### src/rtl/polyvecl_gamma1_sched.sv
// rtl/polyvecl_gamma1_sched.sv - sequences L gamma1 sampling runs over one shared engine
// Optional watchdog on each engine run: GAMMA1_SCHED_TIMEOUT_EN
module polyvecl_gamma1_sched #(
  parameter int L              = 4,
  parameter int NONCE_W        = 16,
  parameter int TIMEOUT_CYCLES = 4096
) (
  input  logic               clock,
  input  logic               reset,
  input  logic               start,
  input  logic [511:0]       seed,
  input  logic [15:0]        kappa,
  output logic               busy,
  output logic               eng_start,
  output logic [511:0]       eng_seed,
  output logic [NONCE_W-1:0] eng_nonce,
  input  logic               eng_done,
  output logic               poly_valid,
  input  logic               poly_ready,
  output logic [2:0]         poly_idx,
  output logic               done,
  output logic               err
);
  typedef enum logic [2:0] {S_IDLE, S_LAUNCH, S_PRESENT, S_GAP, S_DONE} state_e;

  localparam logic [2:0] LAST_IDX = 3'(L - 1);

  state_e             state_q, state_d;
  logic               busy_q, busy_d;
  logic               eng_start_q, eng_start_d;
  logic               poly_valid_q, poly_valid_d;
  logic               done_q, done_d;
  logic               err_q, err_d;
  logic               gap_q, gap_d;
  logic [511:0]       seed_q, seed_d;
  logic [NONCE_W-1:0] nonce_q, nonce_d;
  logic [2:0]         idx_q, idx_d;
  logic [NONCE_W-1:0] base_nonce;

  assign base_nonce = NONCE_W'(L * kappa);

`ifdef GAMMA1_SCHED_TIMEOUT_EN
  localparam int CNT_W = $clog2(TIMEOUT_CYCLES + 1);
  logic [CNT_W-1:0] cnt_q, cnt_d;
`else
  // TIMEOUT_CYCLES has no effect without the watchdog compiled in
  if (TIMEOUT_CYCLES == 0) begin : g_timeout_unused
  end
`endif

  always_comb begin
    state_d      = state_q;
    busy_d       = busy_q;
    eng_start_d  = eng_start_q;
    poly_valid_d = poly_valid_q;
    done_d       = 1'b0;
    err_d        = err_q;
    gap_d        = gap_q;
    seed_d       = seed_q;
    nonce_d      = nonce_q;
    idx_d        = idx_q;
`ifdef GAMMA1_SCHED_TIMEOUT_EN
    cnt_d        = cnt_q;
`endif
    case (state_q)
      S_IDLE: begin
        if (start) begin
          seed_d      = seed;
          nonce_d     = base_nonce;
          idx_d       = 3'd0;
          err_d       = 1'b0;
          busy_d      = 1'b1;
          eng_start_d = 1'b1;
          state_d     = S_LAUNCH;
`ifdef GAMMA1_SCHED_TIMEOUT_EN
          cnt_d       = '0;
`endif
        end
      end
      S_LAUNCH: begin
        if (eng_done) begin
          eng_start_d  = 1'b0;
          poly_valid_d = 1'b1;
          state_d      = S_PRESENT;
        end
`ifdef GAMMA1_SCHED_TIMEOUT_EN
        else if (cnt_q == CNT_W'(TIMEOUT_CYCLES - 1)) begin
          err_d       = 1'b1;
          eng_start_d = 1'b0;
          busy_d      = 1'b0;
          state_d     = S_IDLE;
        end else begin
          cnt_d = cnt_q + 1'b1;
        end
`endif
      end
      S_PRESENT: begin
        if (poly_ready) begin
          poly_valid_d = 1'b0;
          if (idx_q == LAST_IDX) begin
            done_d  = 1'b1;
            state_d = S_DONE;
          end else begin
            idx_d   = idx_q + 3'd1;
            nonce_d = nonce_q + 1'b1;
            gap_d   = 1'b0;
            state_d = S_GAP;
          end
        end
      end
      S_GAP: begin
        // two idle cycles let the engine fall back to its idle state
        if (gap_q) begin
          eng_start_d = 1'b1;
          state_d     = S_LAUNCH;
`ifdef GAMMA1_SCHED_TIMEOUT_EN
          cnt_d       = '0;
`endif
        end else begin
          gap_d = 1'b1;
        end
      end
      S_DONE: begin
        busy_d  = 1'b0;
        state_d = S_IDLE;
      end
      default: state_d = S_IDLE;
    endcase
  end

  always_ff @(posedge clock or posedge reset) begin
    if (reset) begin
      state_q      <= S_IDLE;
      busy_q       <= 1'b0;
      eng_start_q  <= 1'b0;
      poly_valid_q <= 1'b0;
      done_q       <= 1'b0;
      err_q        <= 1'b0;
      gap_q        <= 1'b0;
      seed_q       <= '0;
      nonce_q      <= '0;
      idx_q        <= 3'd0;
`ifdef GAMMA1_SCHED_TIMEOUT_EN
      cnt_q        <= '0;
`endif
    end else begin
      state_q      <= state_d;
      busy_q       <= busy_d;
      eng_start_q  <= eng_start_d;
      poly_valid_q <= poly_valid_d;
      done_q       <= done_d;
      err_q        <= err_d;
      gap_q        <= gap_d;
      seed_q       <= seed_d;
      nonce_q      <= nonce_d;
      idx_q        <= idx_d;
`ifdef GAMMA1_SCHED_TIMEOUT_EN
      cnt_q        <= cnt_d;
`endif
    end
  end

  assign busy       = busy_q;
  assign eng_start  = eng_start_q;
  assign eng_seed   = seed_q;
  assign eng_nonce  = nonce_q;
  assign poly_valid = poly_valid_q;
  assign poly_idx   = idx_q;
  assign done       = done_q;
  assign err        = err_q;
endmodule
### config.mk
export PLATFORM = sky130hd
export DESIGN_NAME = polyvecl_gamma1_sched
export DESIGN_NICKNAME = d
export VERILOG_FILES = /design/src/rtl/polyvecl_gamma1_sched.sv
export SDC_FILE = /design/constraint.sdc
export NUM_CORES = 1
export LEC_CHECK = 0
export CAP_MARGIN = 40
export CORE_AREA = 5 5 416 418
export DETAILED_ROUTE_END_ITERATION = 8
export DIE_AREA = 0 0 421 423
export GPL_TIMING_DRIVEN = 0
export PLACE_DENSITY = 0.43
export SYNTH_ARGS = -nofsm -noshare
export SYNTH_HDL_FRONTEND = slang
export SYNTH_SLANG_ARGS = --single-unit
### constraint.sdc
create_clock -name clock -period 22.3 [get_ports clock]
set_clock_uncertainty 0.15 [all_clocks]
set_input_delay 4.46 -clock clock [delete_from_list [all_inputs] [get_ports clock]]
set_output_delay 4.46 -clock clock [all_outputs]
set_load 0.1 [all_outputs]
==> impl_metrics.py, run 1 <==
metrics = {
    "outcome": {
        "outcome": "completed",
    },
    "setup_path": {
        "crit_required_ps": 17690,
        "cp_max_fo": 2,
        "crit_arrival_ps": 2100,
        "end_kind": "output port",
        "r2r_cells": 6,
        "crit_type": "register to output port",
        "cp-start-kind": "register",
    },
    "logic_synthesis": {
        "synthesis.area_per_instance_um2": 18.2,
        "yosysSeqAreaShare_pct": 58.8,
        "synth_top_family_by_area": "multiplexers",
        "synthAdderAreaFrac_pct": 0.164,
        "yosys.area_share.simple_pct": 1.54,
        "synth_area_um2": 22900,
        "syn_inst": 1261,
        "ys_ff_latch": 539,
        "yosysWarningCount": 0,
        "synthXorXnorAreaFrac_pct": 0,
        "muxShareOfSynthArea_pct": 33.1,
        "synth_compound_gate_area_share_pct": 1.60,
        "synth_nets": 1797,
        "ys_types": 35,
    },
    "sta": {
        "finalSetupViolCount": 0,
        "min_period_ps": 6710,
        "max_slew_margin_pct": 50.9,
        "fmax_mhz": 149,
        "tns_ps": 0,
        "final_max_slew_viol_count": 0,
        "hold_violations": 0,
        "rsz0062_at_grt": "false",
        "tightest_slew_ps": 737,
        "period_share_pct": 30.1,
    },
    "finish": {
        "nFillCells": 16300,
        "drive_gt1_share_pct": 41.9,
        "fin_nets": 3476,
        "multiInputGateArea_um2": 8350,
        "fin_util_pct": 31.0,
        "syn_to_final_growth_pct": 128,
        "regArea_um2": 13500,
        "fin_area_um2": 52300,
    },
    "hold_path": {
        "hold_class": "register to register",
        "whs_path_depth": 1,
    },
    "placement": {
        "post_dp_cell_area_um2": 49600,
        "place_congestion": 0.830,
        "hpwl_mm": 105,
        "port_buffers": 1065,
    },
    "detailed_routing": {
        "wl_met2_mm": 65.4,
        "met3_length_mm": 6.54,
        "firstDrtPassIters": 4,
        "num_vias": 17800,
        "wl_mm": 127,
        "vias_per_cell": 3.41,
        "antenna_left": 0,
        "drc": 0,
        "drt_iter0_markers": 756,
        "wl_per_cell_um": 24.2,
        "highest_layer": "met5",
        "wl_met1_mm": 51.4,
    },
    "floorplanning": {
        "core-area_um2": 169000,
        "rows": 151,
        "die_area_um2": 178000,
        "fp.dieW_um": 421,
        "start_util_pct": 13.6,
        "top_level_ports": 1069,
        "die_h_um": 423,
    },
    "cts": {
        "postCtsHoldBufs": 0,
        "numCtsBuffers": 75,
        "clock_latency_ps": 640,
        "post_cts_buffers": 0,
        "cts_tree": "yes",
        "clock_path_buffers": 3,
        "htreeDepth": 3,
        "cts_root_buf": "clkbuf_16",
        "cts_resized": 0,
        "cts_sinks": 539,
        "path_clk_slew_ps": 60,
    },
    "grt": {
        "grt_first_pass_wirelength_mm": 173,
        "grt_pass1_vias": 20400,
        "groute.usage.overall_pct": 13.8,
        "grt_overflow_total": 0,
        "grt_antenna_before_repair": 35,
        "grt_max_degree": 105,
    },
    "flow_run": {
        "maxCapViolCount": 0,
    },
}
state kept, by name, summed over array words and instances (netlist names):
register / cells
eng_seed: 512
eng_nonce: 16
poly_idx: 3
state_q: 3
busy: 1
done: 1
eng_start: 1
gap_q: 1
poly_valid: 1
critical path, stage by stage (launching register included):
cell	delay [ps]
dfrtp_1	360
clkdlybuf4s50_1	840
buf_16	240
layout by cell type, fill, tap and decap left out, types with 7 or more instances in the layout:
cell type	count
clkdlybuf4s50_1	1062
dfrtp_1	539
mux2_4	480
buf_16	417
buf_8	120
clkbuf_16	77
buf_12	44
mux2_2	32
nand2_1	23
clkbuf_8	23
a21oi_1	22
diode_2	15
buf_2	15
clkinv_2	14
o21ai_0	12
nand3_1	11
a2bb2oi_1	11
buf_6	10
clkbuf_1	9
o22ai_1	9
nand4_1	8
and3_1	7
metrics by stage:
step / setup slack [ps] / hold slack [ps] / std cells
6_report: 15590 / 355 / 5234
5_1_grt: 15470 / 365 / 5224
4_1_cts: 15440 / 357 / 5219
3_5_place_dp: 15490 / 340 / 5081
3_3_place_gp: -7490 / 339 / 4544
2_1_floorplan: 2620 / 316 / 1261
path summary, 6_finish.rpt:
| check | startpoint | endpoint | slack (ps) |
|---|---|---|---|
| hold reg to reg | eng_seed[157] | eng_seed[157] | 350 |
| max in group asynchronous | reset | eng_seed[73] | 16220 |
| hold / removal | eng_seed[157] | eng_seed[157] | 350 |
| min in group asynchronous | reset | eng_seed[390] | 4230 |
| setup reg to reg | state_q[1] | eng_seed[215] | 19940 |
| setup / recovery | eng_seed[58] | eng_seed[58] | 15590 |
synth_stat cells:
| cell type | instances | area share [%] |
|---|---|---|
| a21oi_1 | 22 | 0.48 |
| a22o_1 | 1 | 0.038 |
| a2bb2oi_1 | 11 | 0.42 |
| a31oi_1 | 3 | 0.082 |
| and2_1 | 1 | 0.027 |
| and2b_1 | 1 | 0.033 |
| and3_1 | 7 | 0.19 |
| and3b_1 | 1 | 0.038 |
| and4_1 | 3 | 0.11 |
| buf_12 | 44 | 3.8 |
| buf_2 | 12 | 0.26 |
| buf_4 | 1 | 0.033 |
| buf_6 | 10 | 0.49 |
| clkbuf_1 | 4 | 0.065 |
| conb_1 | 1 | 0.016 |
| dfrtp_1 | 539 | 59 |
| ha_1 | 3 | 0.16 |
| inv_1 | 7 | 0.11 |
| mux2_2 | 32 | 1.6 |
| mux2_4 | 480 | 31 |
| mux2i_1 | 2 | 0.087 |
| nand2_1 | 23 | 0.38 |
| nand2b_1 | 3 | 0.082 |
| nand3_1 | 11 | 0.24 |
| nand4_1 | 8 | 0.22 |
| nor2_1 | 3 | 0.049 |
| nor2_2 | 1 | 0.027 |
| nor2b_1 | 1 | 0.027 |
| nor3b_2 | 1 | 0.055 |
| o21a_1 | 1 | 0.033 |
| o21ai_0 | 12 | 0.26 |
| o21ai_2 | 1 | 0.038 |
| o22ai_1 | 9 | 0.25 |
| or2b_1 | 1 | 0.033 |
| or4_1 | 1 | 0.033 |
layer usage:
| metal | track usage, % | vias up |
|---|---|---|
| li1 | - | 7892 |
| met1 | 16.4 | 9180 |
| met2 | 24.6 | 601 |
| met3 | 3.70 | 159 |
| met4 | 3.46 | 16 |
| met5 | 0 | - |
kinds of logic (layout without fill, tap and decap cells):
kind of cell / Yosys count / after routing
flip-flops: 539 / 539
AO/OA/AOI/OAI: 60 / 60
multiplexers: 514 / 514
other: 1 / 16
buffers and inverters: 78 / 1818
adder cells (fa/ha/maj): 3 / 3
AND/OR/NAND/NOR: 66 / 66
layout make-up:
type / instances / area share (%)
flip-flops and latches: 539 / 25.8
clock inverters: 33 / 0.725
clock buffers: 105 / 4.32
plain buffers: 71 / 2.06
multi-input cells: 644 / 16.0
diodes: 15 / 0.0717
well taps: 2218 / 5.30
inverters: 7 / 0.0646
repair buffers: 1602 / 45.7
Power of run 1 is left out: the tool's default activity adds up to more than one toggle a clock period on the data nets, which glitch-free logic cannot reach.
==> run 2, diff against run 1 <==
==> constraint.sdc (replaced) <==
create_clock -name clock -period 6.98 [get_ports clock]
set_clock_uncertainty 0.15 [all_clocks]
set_input_delay 1.396 -clock clock [delete_from_list [all_inputs] [get_ports clock]]
set_output_delay 1.396 -clock clock [all_outputs]
set_load 0.1 [all_outputs]
==> run 2 against run 1 <==
  * Count of clock-buffer cells in the layout fell by 1
  * Utilization rose by 0.088 points
  * Die area did not move
  * Via count fell by 0.12%
  * Final area rose by 0.28%
  * First-iteration DRC count rose by 8.3%
  * Global-route usage fell by 0.21 points
  * Flip-flop and latch count did not move
  * Hold slack got worse by 3.0 ps
  * Cell count rose by 0.61%
  * Critical path depth did not move
  * Critical path type unchanged
  * Register-to-register slack got worse by 15000 ps
==> impl_metrics.py, run 2 (synthesis results as in run 1) <==
metrics = {
    "outcome": {
        "outcome": "completed",
    },
    "placement": {
        "place_congestion": 0.840,
        "dp.cells": 5095,
        "port_buffers": 1065,
        "hpwl_mm": 105,
        "post_dp_cell_area_um2": 49800,
    },
    "floorplanning": {
        "core-area_um2": 169000,
        "top_level_ports": 1069,
        "start_util_pct": 13.6,
        "rows": 151,
        "die_area_um2": 178000,
        "fp.dieW_um": 421,
        "die_h_um": 423,
    },
    "grt": {
        "groute.usage.overall_pct": 13.6,
        "grt_antenna_before_repair": 86,
        "grt_first_pass_wirelength_mm": 170,
        "grt_overflow_total": 0,
        "grt_pass1_vias": 20000,
        "grt_max_degree": 36,
    },
    "detailed_routing": {
        "num_vias": 17800,
        "wl_per_cell_um": 23.7,
        "drc": 0,
        "wl_mm": 125,
        "antenna_left": 0,
        "drt_iter0_markers": 819,
        "firstDrtPassIters": 5,
        "vias_per_cell": 3.39,
    },
    "cts": {
        "cts_resized": 0,
        "cts_root_buf": "clkbuf_16",
        "postCtsHoldBufs": 0,
        "post_cts_buffers": 0,
        "htreeDepth": 3,
        "clock_path_buffers": 3,
        "clock_latency_ps": 650,
        "cts_sinks": 539,
        "numCtsBuffers": 73,
        "path_clk_slew_ps": 60,
        "cts_tree": "yes",
    },
    "finish": {
        "fin_area_um2": 52500,
        "fin_nets": 3488,
        "fin_util_pct": 31.1,
        "largest_register_ffs": 512,
        "syn_to_final_growth_pct": 129,
        "layout_common_cells": "clkdlybuf4s50_1, dfrtp_1, mux2_4",
        "fin_cells": 5266,
        "layout_commonest_cell": "clkdlybuf4s50_1",
        "nFillCells": 16200,
        "drive_gt1_share_pct": 41.7,
    },
    "hold_path": {
        "hold_class": "register to register",
        "worstHoldStart": "eng_seed[187]",
    },
    "sta": {
        "period_share_pct": 52.0,
        "min_period_ps": 3630,
        "fmax_mhz": 275,
        "hold_violations": 0,
        "tightest_slew_ps": 714,
        "final_max_slew_viol_count": 0,
        "rsz0062_at_grt": "false",
        "finalSetupViolCount": 0,
        "timing.hold.ws_ps": 352,
        "max_slew_margin_pct": 52.7,
    },
    "setup_path": {
        "end_kind": "output port",
        "cp_max_fo": 2,
        "crit_type": "register to output port",
        "cp-start-kind": "register",
        "worstSetupStartpoint": "eng_seed[499]",
        "crit_required_ps": 5430,
        "worstReg2RegStart": "state_q[2]",
        "crit_arrival_ps": 2090,
    },
    "flow_run": {
        "maxCapViolCount": 0,
    },
}
run 2: cell count changes in the layout (fill, tap and decap cells not counted), sizes merged:
cell      delta
diode       +25
buf         +14
clkinv       -4
clkinvlp     -4
bufinv       +3
clkbuf       -1
inv          -1
run 2: per-stage QoR:
stage | TNS [ps] | setup slack, ps
after floorplan | -1021940 | -1900
after global placement | -3751230 | -7120
after detailed placement | 0 | 2940
after CTS | 0 | 3200
after global routing | 0 | 3210
final | 0 | 3350
run 2: critical path, cell delays in order, from the launching register on:
cell and delay [ps]:
dfrtp_1 370, clkdlybuf4s50_1 840, buf_16 240
run 2: worst paths after layout:
check | endpoint | slack, ps | cells past startpoint
setup / recovery | eng_seed[499] | 3350 | 2
hold / removal | eng_seed[187] | 350 | 1
setup reg to reg | eng_seed[253] | 4590 | 7
hold reg to reg | eng_seed[187] | 350 | 1
max in group asynchronous | eng_seed[483] | 3720 | 10
min in group asynchronous | eng_seed[236] | 860 | 2
run 2: routing by layer:
| layer | global-route usage (%) | share of wire (%) |
|---|---|---|
| met5 | 0 | 0.31 |
| met4 | 4.43 | 3.1 |
| met3 | 6.63 | 9.8 |
| met2 | 23.0 | 49 |
| met1 | 14.9 | 37 |
run 2: final cells by class:
class / count / area, µm² / area share [%]
antenna: 40 / 100 / 0.191
multi-input combinational: 644 / 8350 / 15.9
tap: 2218 / 2780 / 5.29
clock inverter: 27 / 412 / 0.784
buffer: 71 / 1080 / 2.05
sequential: 539 / 13500 / 25.7
inverter: 7 / 30.0 / 0.0572
timing repair buffer: 1616 / 24100 / 45.9
clock buffer: 104 / 2140 / 4.07
Power of run 2 is left out for the same reason.
==> run 3, diff against run 2 <==
==> constraint.sdc (replaced) <==
create_clock -name clock -period 3.65 [get_ports clock]
set_clock_uncertainty 0.15 [all_clocks]
set_input_delay 0.73 -clock clock [delete_from_list [all_inputs] [get_ports clock]]
set_output_delay 0.73 -clock clock [all_outputs]
set_load 0.1 [all_outputs]
==> results of run 3 <==
The final DEF is identical to that of run 2. Status: completed.
Main changes from that run: setup slack after placement 2940 ps -> 271 ps; setup slack after layout 3350 ps -> 684 ps; hold slack 352 ps -> 199 ps; register-to-register setup slack 4590 ps -> 1260 ps
Power of run 3 is left out for the same reason.
==> RTL edit: new RTL, config.mk and constraints of run 3 <==
The option `GAMMA1_SCHED_TIMEOUT_EN` is turned on by a define.
--- a/src/rtl/polyvecl_gamma1_sched.sv
+++ b/src/rtl/polyvecl_gamma1_sched.sv
@@ -1,5 +1,7 @@
 // rtl/polyvecl_gamma1_sched.sv - sequences L gamma1 sampling runs over one shared engine
 // Optional watchdog on each engine run: GAMMA1_SCHED_TIMEOUT_EN
+`define GAMMA1_SCHED_TIMEOUT_EN
+
 module polyvecl_gamma1_sched #(
   parameter int L              = 4,
   parameter int NONCE_W        = 16,
Check against the original RTL: not settled (the Yosys comparison gave no result); the edit may change what the design does.
==> RTL edit against run 3 <==
Synthesized area decreased by 7.1%. Critical endpoint is now eng_seed[169]. Count of clock-buffer cells in the layout rose by 3. Via count grew 5.5%. Final area is 2.2% lower. Sequential cell count rose by 14. Sequential share of layout area grew 1.3 points. Worst setup slack got worse by 0.29 ns. Critical path type is now input pin to flip-flop. Routed wire length increased by 9.5%. First-iteration DRC count increased by 9.9%. Fmax decreased by 9.0%.
Power is left out: the tool's default activity adds up to more than one toggle a clock period on the data nets, which glitch-free logic cannot reach.
==> RTL edit: results (changes against run 3) <==
status finished clean; initial antenna violation count 63 (-27%); hpwl dp 117000 um (+12%); Slew HR 0.524 (-0.00268); CP Data Arrival Time 3.67 ns (+1.58 ns); mean number of vias per cell 3.51 (+3.6%); clk root buf clkbuf_16; worst hold path type input pin to async pin; CTS clk-pin slew, worst paths 0.06 ns (about the same); drt pass-1 iters 5 (unchanged); adder-cell share of the synthesized area 0.00235 (+0.000712); largest net degree at the start of global routing 35 (-2.8%); number of flip-flops in the largest register 512 (unchanged); CTS max path bufs 3 (unchanged); slowest CP cell buf_2; Area after DPL 48500 um^2 (-2.6%); top post-synthesis cells by area dfrtp_1 (65%), mux2_2 (27%), buf_2 (1.4%), a21oi_1 (0.49%), nand2_1 (0.49%); vias in the first global route 20857 (+4.0%); post-synth cell types 67 (+91%); top cell family by delay on the critical path buffers and inverters; clk_lat worst skew 0.68 ns (+0.03 ns); compound-cell area share of the yosys netlist 0.0288 (+0.0128); asr flop ratio synth 1.00 (unchanged); global-route wire length before repair 185000 um (+8.4%); number of H-tree levels 3 (unchanged); wire per inst 25.5 um (+7.6%); total CTS buffers 76 (+4.1%); FILL cells 16515 (+2.0%); delay of the slowest critical-path stage 0.57 ns (-0.27 ns); Synthesized Nets 1885 (+4.9%); All-Layer GR Usage 0.149 (+0.0136); sequential cell area fraction in the yosys report 0.649 (+0.0613); Initial DRC Count 900 (+9.9%); worst slack, placed -0.362 ns (-0.633 ns); Syn. warnings 0 (unchanged); layout cells sized above 1 0.412 (-0.00472); Setup Fix Bufs, Post-CTS 0 (unchanged); post-synthesis mux area share 0.271 (-0.0593); RePlAce Congestion 0.836 (-0.46%); Layout Nets 3583 (+2.7%); # port buffers 1066 (+0.094%); post-cts sizing count 0 (unchanged); Commonest cells post-synth dfrtp_1 (553), mux2_2 (512), buf_2 (60); CP max FO 10 (+8)
RTL edit: changes by cell type after synthesis, sizes merged, moves of 9 or more:
cell,run 3,this run
nor2,4,13
nor3,0,9
a2bb2oi,11,1
dfrtp,539,553
RTL edit: stage by stage:
| stage | util | std cells | setup TNS, ns |
|---|---|---|---|
| final | 0.304 | 5362 | 0 |
| after detailed placement | 0.288 | 5186 | -24.79 |
| after global routing | 0.304 | 5333 | 0 |
| after floorplan | - | 1348 | -2629.96 |
| after global placement | 0.206 | 4632 | -6188.27 |
| after CTS | 0.304 | 5326 | 0 |
RTL edit: routing by layer:
metal,wire [um],GRT usage,vias up
met5,149,0,-
met3,10300,0.0519,180
met1,51400,0.168,9551
met4,4320,0.0456,22
li1,-,-,8340
met2,70400,0.266,710
RTL edit: kinds of logic (layout without fill, tap and decap cells):
logic type                 after synthesis  after routing
muxes                                  514            514
buffers and inverters                   85           1845
AOI/OAI and AO/OA                       87             87
DFF                                    553            553
adders and majority gates                4              4
other                                    0             36
and+or+nand+nor                        105            105
RTL edit: final cells by class:
class	instances	area share
antenna	36	0.00176
buffer	71	0.00746
clock buffer	107	0.0437
clock inverter	33	0.00878
inverter	14	0.00110
multi-input combinational	710	0.137
sequential	553	0.270
tap	2218	0.0541
timing repair buffer	1620	0.476
RTL edit: final timing paths:
path / startpoint / endpoint / slack, ns / cells past startpoint
worst max-delay path: start / eng_seed[169] / 0.39 / 8
worst min-delay path: reset / eng_seed[339] / 0.26 / 2
worst max register to register: state_q[1] / eng_seed[169] / 0.48 / 7
worst min register to register: gap_q / gap_q / 0.33 / 1
max in group asynchronous: reset / eng_seed[20] / 1.04 / 9
min in group clock: gap_q / gap_q / 0.33 / 1
